`src/rtl/guess_match_arbiter.sv`:
```
// Guess conditioning: 2-flop sync, debounce and arbitrated match strobe
// for the two-timer game core.
module guess_match_arbiter #(
  parameter int WIDTH         = 5,
  parameter int STABLE_CYCLES = 1000000,
  parameter int CNT_W         = 20,
  parameter int HOLD_MAX      = 8
) (
  input  logic             clk,
  input  logic             button_reset,
  input  logic [WIDTH-1:0] in1,
  input  logic [WIDTH-1:0] in2,
  input  logic [WIDTH-1:0] target,
  input  logic             target_valid,
  output logic             match_pulse,
  output logic             match_player,
  output logic [WIDTH-1:0] stable1,
  output logic [WIDTH-1:0] stable2,
  output logic             busy
);

  localparam int HW = $clog2(HOLD_MAX + 1);
  localparam logic [CNT_W-1:0] CNT_MAX   = CNT_W'(STABLE_CYCLES - 1);
  localparam logic [HW-1:0]    HOLD_LAST = HW'(HOLD_MAX - 1);

  typedef enum logic [1:0] {
    IDLE  = 2'd0,
    ARMED = 2'd1,
    HOLD  = 2'd2
  } state_t;

  state_t state, state_d;

  logic [1:0][WIDTH-1:0] raw;
  logic [1:0][WIDTH-1:0] meta;
  logic [1:0][WIDTH-1:0] sync;
  logic [1:0][WIDTH-1:0] cand;
  logic [1:0][WIDTH-1:0] stab;
  logic [1:0][CNT_W-1:0] cnt;

  logic [1:0] armed;
  logic [1:0] set_arm;
  logic [1:0] clr_arm;
  logic [1:0] hit;

  logic [WIDTH-1:0] tgt_q, tgt_d;
  logic [HW-1:0]    hold_cnt, hold_d;
  logic             last_winner, lw_d;
  logic             pulse_d;
  logic             player_d;
  logic             win;

  assign raw = {in2, in1};

  always_ff @(posedge clk or negedge button_reset) begin
    if (!button_reset) begin
      meta <= '0;
      sync <= '0;
      cand <= '0;
      cnt  <= '0;
      stab <= '0;
    end else begin
      meta <= raw;
      sync <= meta;
      for (int k = 0; k < 2; k++) begin
        if (sync[k] != cand[k]) begin
          cand[k] <= sync[k];
          cnt[k]  <= '0;
        end else if (cnt[k] < CNT_MAX) begin
          cnt[k] <= cnt[k] + 1'b1;
        end else if (stab[k] != cand[k]) begin
          stab[k] <= cand[k];
        end
      end
    end
  end

  // A fresh settled value re-arms its player; this wins over a same-cycle clear.
  always_comb begin
    set_arm = '0;
    hit     = '0;
    for (int k = 0; k < 2; k++) begin
      set_arm[k] = (sync[k] == cand[k]) && (cnt[k] == CNT_MAX)
                   && (stab[k] != cand[k]);
      hit[k]     = armed[k] && (stab[k] == target);
    end
  end

  always_ff @(posedge clk or negedge button_reset) begin
    if (!button_reset) begin
      armed <= '1;
    end else begin
      armed <= (armed & ~clr_arm) | set_arm;
    end
  end

  always_comb begin
    state_d  = state;
    pulse_d  = 1'b0;
    player_d = match_player;
    tgt_d    = tgt_q;
    hold_d   = hold_cnt;
    lw_d     = last_winner;
    clr_arm  = '0;
    win      = 1'b0;
    unique case (state)
      IDLE: begin
        if (target_valid) state_d = ARMED;
      end
      ARMED: begin
        if (!target_valid) begin
          state_d = IDLE;
        end else if (|hit) begin
          win = (hit == 2'b11) ? ~last_winner : hit[1];
          if (hit == 2'b11) lw_d = win;
          pulse_d  = 1'b1;
          player_d = win;
          clr_arm  = win ? 2'b10 : 2'b01;
          tgt_d    = target;
          hold_d   = '0;
          state_d  = HOLD;
        end
      end
      HOLD: begin
        if (!target_valid) begin
          state_d = IDLE;
        end else if (target != tgt_q || hold_cnt == HOLD_LAST) begin
          state_d = ARMED;
        end else begin
          hold_d = hold_cnt + 1'b1;
        end
      end
      default: state_d = IDLE;
    endcase
  end

  always_ff @(posedge clk or negedge button_reset) begin
    if (!button_reset) begin
      state        <= IDLE;
      match_pulse  <= 1'b0;
      match_player <= 1'b0;
      tgt_q        <= '0;
      hold_cnt     <= '0;
      last_winner  <= 1'b1;
    end else begin
      state        <= state_d;
      match_pulse  <= pulse_d;
      match_player <= player_d;
      tgt_q        <= tgt_d;
      hold_cnt     <= hold_d;
      last_winner  <= lw_d;
    end
  end

  assign stable1 = stab[0];
  assign stable2 = stab[1];
  assign busy    = (state == HOLD);

endmodule

```
`config.mk`:
```
export PLATFORM = sky130hd
export DESIGN_NAME = guess_match_arbiter
export DESIGN_NICKNAME = d
export VERILOG_FILES = /design/src/rtl/guess_match_arbiter.sv
export SDC_FILE = /design/constraint.sdc
export NUM_CORES = 1
export LEC_CHECK = 0
export BUFFER_PORTS_ARGS = -buffer_cell sky130_fd_sc_hd__clkbuf_2
export CAP_MARGIN = 20
export CORE_ASPECT_RATIO = 1.5
export CORE_MARGIN = 2
export CORE_UTILIZATION = 54
export DETAILED_ROUTE_END_ITERATION = 7
export HOLD_SLACK_MARGIN = 0.12
export PLACE_DENSITY = 0.75
export SLEW_MARGIN = 20
export SYNTH_ARGS = -nofsm -noshare
export SYNTH_HDL_FRONTEND = slang
export SYNTH_SLANG_ARGS = --single-unit
```
`constraint.sdc`:
```
create_clock -name clk -period 1.9 [get_ports clk]
set_input_delay 0.285 -clock clk [delete_from_list [all_inputs] [get_ports clk]]
set_output_delay 0.285 -clock clk [all_outputs]
set_load 0.005 [all_outputs]
```
=== After elaboration in Yosys (flattened, before gate mapping) ===
Index checks and enable logic that the tools add are counted.

* Register bits: 96
* Latch bits: 0
* Memory bits (writable): 0
* ROM bits: 0
* Bits of input ports: 18
* Output and inout bits: 13
* Logic and storage cells: 93
* Memories kept: 0

* $add $sub $neg: 3
* Multiply operators: 0
* Divide/modulo/power cells: 0
* $lt $le $gt $ge: 2
* Equal/unequal tests: 22
* Shift operators: 0
* Multiplexer cells: 23
* Bitwise operators: 8
* Reduce and logical (&&, ||, !) cells: 18

{| class="wikitable"
|+ Operators with widths
! cell !! count
|-
| 20-bit 2-to-1 mux || 4
|-
| 20-bit by 1-bit adder with 20-bit output (second input constant) || 2
|-
| 20-bit == test (second input constant) || 2
|-
| 20-bit < comparator (second input constant) || 2
|-
| 5-bit != test || 5
|-
| 5-bit == test || 4
|-
| 2-bit 2-to-1 mux || 9
|-
| 4-bit 2-to-1 mux || 4
|-
| 3-bit AND reduction || 4
|-
| 2-bit != test (second input constant) || 5
|-
| 4-bit case mux with 2 select lines || 1
|-
| 1-bit logical AND || 6
|-
| 2-bit case mux with 3 select lines || 1
|-
| 2-bit nonzero test || 3
|-
| 1-bit NOT || 5
|-
| 5-bit AND reduction || 1
|-
| 4-bit by 1-bit adder with 4-bit output (second input constant) || 1
|-
| 2-bit == test (second input constant) || 2
|-
| 4-bit by 3-bit == test with 1-bit output (second input constant) || 1
|-
| 1-bit 2-to-1 mux || 4
|-
| 4-bit AND reduction || 1
|-
| 3-bit by 2-bit != test with 1-bit output (second input constant) || 1
|-
| 3-bit != test (second input constant) || 1
|-
| 2-bit AND || 1
|-
| other kinds (6) || 6
|}

=== Depth between registers and ports, before layout ===
* Depth in word-level cells: 11
* Gate-level depth with buffers: 7
* Depth with buffers taken out: 6

=== Worst setup path after synthesis ===
No wires, ideal clock.

* Kind: reg2reg
* From: register cnt[33] in the netlist's numbering
* To: register cnt[33] in the netlist's numbering
* Library setup time: 0.078 ns
* Data arrival time: 1.875 ns
* Data required time: 1.822 ns
* Setup slack: -0.053 ns
* Stages on the path, launching flop included: 7
* Buffers on the path: 1
* Clock period less this slack: 1.953 ns
* Cell sequence: dfrtp_1 > or4_4 > nor2_2 > a31oi_1 > buf_2 > or4_1 > a21oi_1

* Word-level cells in the longest chain between the ends: 3
* Elaborated cells on any way between the ends: 5
* Those cells by class: 1 x add/sub; 1 x order compare; 2 x mux; 1 x reduce/logical

{| class="wikitable"
|+ RTL lines
! item !! RTL line !! source
|-
| start: declaration || 39 || <nowiki>logic [1:0][CNT_W-1:0] cnt;</nowiki>
|-
| start signal: indexed assignment || 70 || <nowiki>cnt[k] <= cnt[k] + 1'b1;</nowiki>
|-
| 20-bit by 1-bit adder with 20-bit output || 70 ||
|-
| 20-bit 2-to-1 mux || 69 || <nowiki>end else if (cnt[k] < CNT_MAX) begin</nowiki>
|-
| 20-bit 2-to-1 mux || 66 || <nowiki>if (sync[k] != cand[k]) begin</nowiki>
|}

Parallel ways exist; a longest one is shown, timed or not. The select of a mux whose other input is x is not followed.
A chain may end at the register's enable or synchronous reset.

=== Worst setup path after layout ===
* From: register cnt[9] in the netlist's numbering
* To: register cnt[15] in the netlist's numbering

The elaborated chain is that of the path after synthesis.

==> results.py <==
metrics = {
    "critical_path": {
        "worstSetupStartpointType": "flop",
        "crit_required_ns": 2.18,
        "worstSetupPathType": "reg -> reg",
        "crit_path_end_kind": "flop",
        "critPathArrivalTime_ns": 2.38,
        "cp_max_fo": 6,
    },
    "grt": {
        "groute.usage.overall_pct": 25.3,
        "grt_overflow": 0,
        "grt_pass1_wl_mm": 17.8,
        "antenna_found_initial": 0,
        "grt_max_degree": 43,
        "grt_pass1_vias": 3849,
    },
    "clock_tree": {
        "htreeDepth": 3,
        "ctsLongestPathBuffers": 2,
        "root_buffer": "clkbuf_16",
        "clk_pin_slew_ns": 0.07,
        "cts_buffers": 9,
        "cts_tree": "built",
        "clk_latency_ns": 0.35,
        "cts.sinks": 96,
    },
    "die": {
        "die_area_um2": 9070,
        "core_um2": 8060,
        "die_w_um": 78.4,
        "io_pins": 31,
        "rows": 40,
        "start_util_pct": 55.7,
        "die_h_um": 116,
    },
    "place": {
        "numPortBuffers": 30,
        "placedCellCount": 602,
        "dp.final_hpwl_mm": 7.11,
        "dpl-instance-area_um2": 5160,
        "gp_congestion": 0.838,
    },
    "route": {
        "firstDrtPassIters": 5,
        "drtIter0Drc": 273,
        "routed_wl_mm": 11.0,
        "num_vias": 3722,
        "wl_per_cell_um": 17.1,
        "drc_errors": 0,
        "via_per_inst": 5.82,
        "ant_nets": 0,
    },
    "sta": {
        "final_hold_viol_count": 0,
        "drv_slew": 0,
        "setup_slack_ns": -0.200,
        "worst_slew_pin_slew_ns": 0.542,
        "setup_violations": 32,
        "clock_skew_ns": 0.00922,
        "timing.fmax_mhz": 476,
        "slew_headroom_pct": 63.5,
        "rsz0062_at_grt": "true",
        "period_share_pct": 111,
        "fin_crit_ns": 2.10,
    },
    "synthesis": {
        "yosysWarnings": 0,
        "seq_area_frac_synth_pct": 53.6,
        "synth_seq_cells": 96,
        "synth_edf_count": 0,
        "syn_inst": 428,
        "muxShareOfSynthArea_pct": 4.43,
        "ys.flop_type": "dfrtp_1",
        "synthesis.area_um2": 4490,
        "synthXorXnorAreaFrac_pct": 8.58,
        "synth_fa_ha_area_share_pct": 0.836,
        "synth_fp_nets": 449,
        "synth_compound_area_share_pct": 11.3,
        "synthArstFlopShare_pct": 100,
        "synth_simple_gate_area_share_pct": 18.7,
        "synth_top_family_by_area": "simple AND/OR/NAND/NOR gates",
        "synth_cell_types": 46,
        "synth_area_per_cell_um2": 10.5,
    },
    "final_layout": {
        "diodes": 0,
        "final_core_util_pct": 73.6,
        "fin_cells": 640,
        "final_nets": 551,
        "drive_gt1_share_pct": 34.6,
        "nFillCells": 540,
        "stdcell_area_um2": 5930,
        "syn2layout_area_growth_pct": 32.2,
    },
    "hold_path": {
        "holdCritPathClass": "in -> reg",
    },
    "status": {
        "violations": "setup timing",
        "status": "finished with violations",
    },
    "power": {
        "vdd_drop_max_v": 0.000606,
        "power_density_nw_per_um2": 700,
        "power.total_mw": 4.15,
        "power.leakage_nw": 2.53,
    },
    "job": {
        "cap_violations": 0,
    },
}
final timing paths:
check	start	cells past startpoint	slack (ns)	endpoint
hold / removal	target_valid	2	0.17	state[0]
setup / recovery	cnt[9]	6	-0.20	cnt[15]
min in group asynchronous	button_reset	2	0.35	cand[2]
max in group asynchronous	button_reset	3	0.98	armed[0]
setup reg to reg	cnt[9]	6	-0.20	cnt[15]
hold reg to reg	meta[1]	0	0.35	sync[1]
per-layer routing:
| layer | vias to the layer above | global-route usage (%) | share of wire, % |
|---|---|---|---|
| li1 | 1749 | - | - |
| met1 | 1857 | 27.2 | 38 |
| met2 | 79 | 47.2 | 56 |
| met3 | 37 | 4.36 | 2.6 |
| met4 | 0 | 13.1 | 3.9 |
| met5 | - | 0 | 0 |
per-stage QoR:
step	hold slack, ns	TNS [ns]	setup WS (ns)
6_report	0.166	-2.63	-0.200
4_1_cts	0.161	-1.28	-0.109
5_1_grt	0.174	-4.58	-0.231
3_5_place_dp	0.176	-2.45	-0.152
2_1_floorplan	-0.0106	-0.134	-0.0336
3_3_place_gp	0.172	-0.853	-0.0896
layout by cell type, fill, tap and decap left out, types with 7 or more instances in the layout:
cell type and count:
a21oi_2 10, dfrtp_1 93, inv_1 8, or3_1 12, nand3_1 19, buf_6 8, o21ai_0 15, xnor2_1 31
mux2_2 9, clkbuf_2 29, or3_4 9, buf_4 63, o211ai_1 10, or4_1 7, nor3_1 7, a21oi_1 10
nand4_1 13, nor2_1 19, nand2_1 34, xor2_1 12, o21a_1 7, dlygate4sd3_1 11, clkbuf_16 9
worst max-delay path: stages (launching register included):
cell and delay, ns:
dfrtp_1 0.40, or3_1 0.40, o211ai_1 0.29, o211ai_1 0.21, buf_4 0.20, or4_4 0.41, a21oi_2 0.12
cells in the mapped netlist, types with 9 or more instances:
cell,n,area [um^2]
clkbuf_1,17,63.8
nand2_1,36,135
a21oi_1,20,100
o211ai_1,10,75.1
dfrtp_1,93,2330
nand4_1,13,81.3
nand3_1,19,95.1
or4_1,9,67.6
mux2_2,9,101
o21ai_0,20,100
nor2_1,20,75.1
nor3_1,11,55.1
or3_1,21,131
xnor2_1,31,272
xor2_1,13,114
final cells by class:
| cell class | count | area (um^2) | area share [%] |
|---|---|---|---|
| sequential | 96 | 2410 | 40.5 |
| multi-input combinational | 302 | 2230 | 37.5 |
| timing repair buffer | 113 | 843 | 14.2 |
| clock buffer | 9 | 225 | 3.80 |
| tap | 105 | 131 | 2.21 |
| clock inverter | 7 | 72.6 | 1.22 |
| inverter | 8 | 30.0 | 0.506 |
timing repair:
action / CTS / global route
pin swaps: 28 / 23
resized for setup: 16 / 55
hold buffers: 11 / 0
endpoints found under the setup margin: 39 / 46
buffers inserted: 9 / 1
cloned: 3 / 0
endpoints found under the hold margin: 39 / 0
flip-flops by register name (all words and copies together), names as in the netlist, 2 cells and up:
name	flops
cand	10
meta	10
armed	2
sync	10
cnt	40
stable2	5
stable1	5
hold_cnt	4
tgt_q	5
state	2
power breakdown:
part           internal [mW]  switching, mW
registers               2.10         0.0401
clock network          0.926          0.852
logic                  0.108          0.124
kinds of logic after synthesis:
| kind of cell | after synthesis |
|---|---|
| compound gates | 81 |
| xor+xnor | 44 |
| fa+ha+maj | 3 |
| buf+inv | 30 |
| flops | 96 |
| mux | 18 |
| simple gates | 156 |
(Power assumes the default switching activity.)
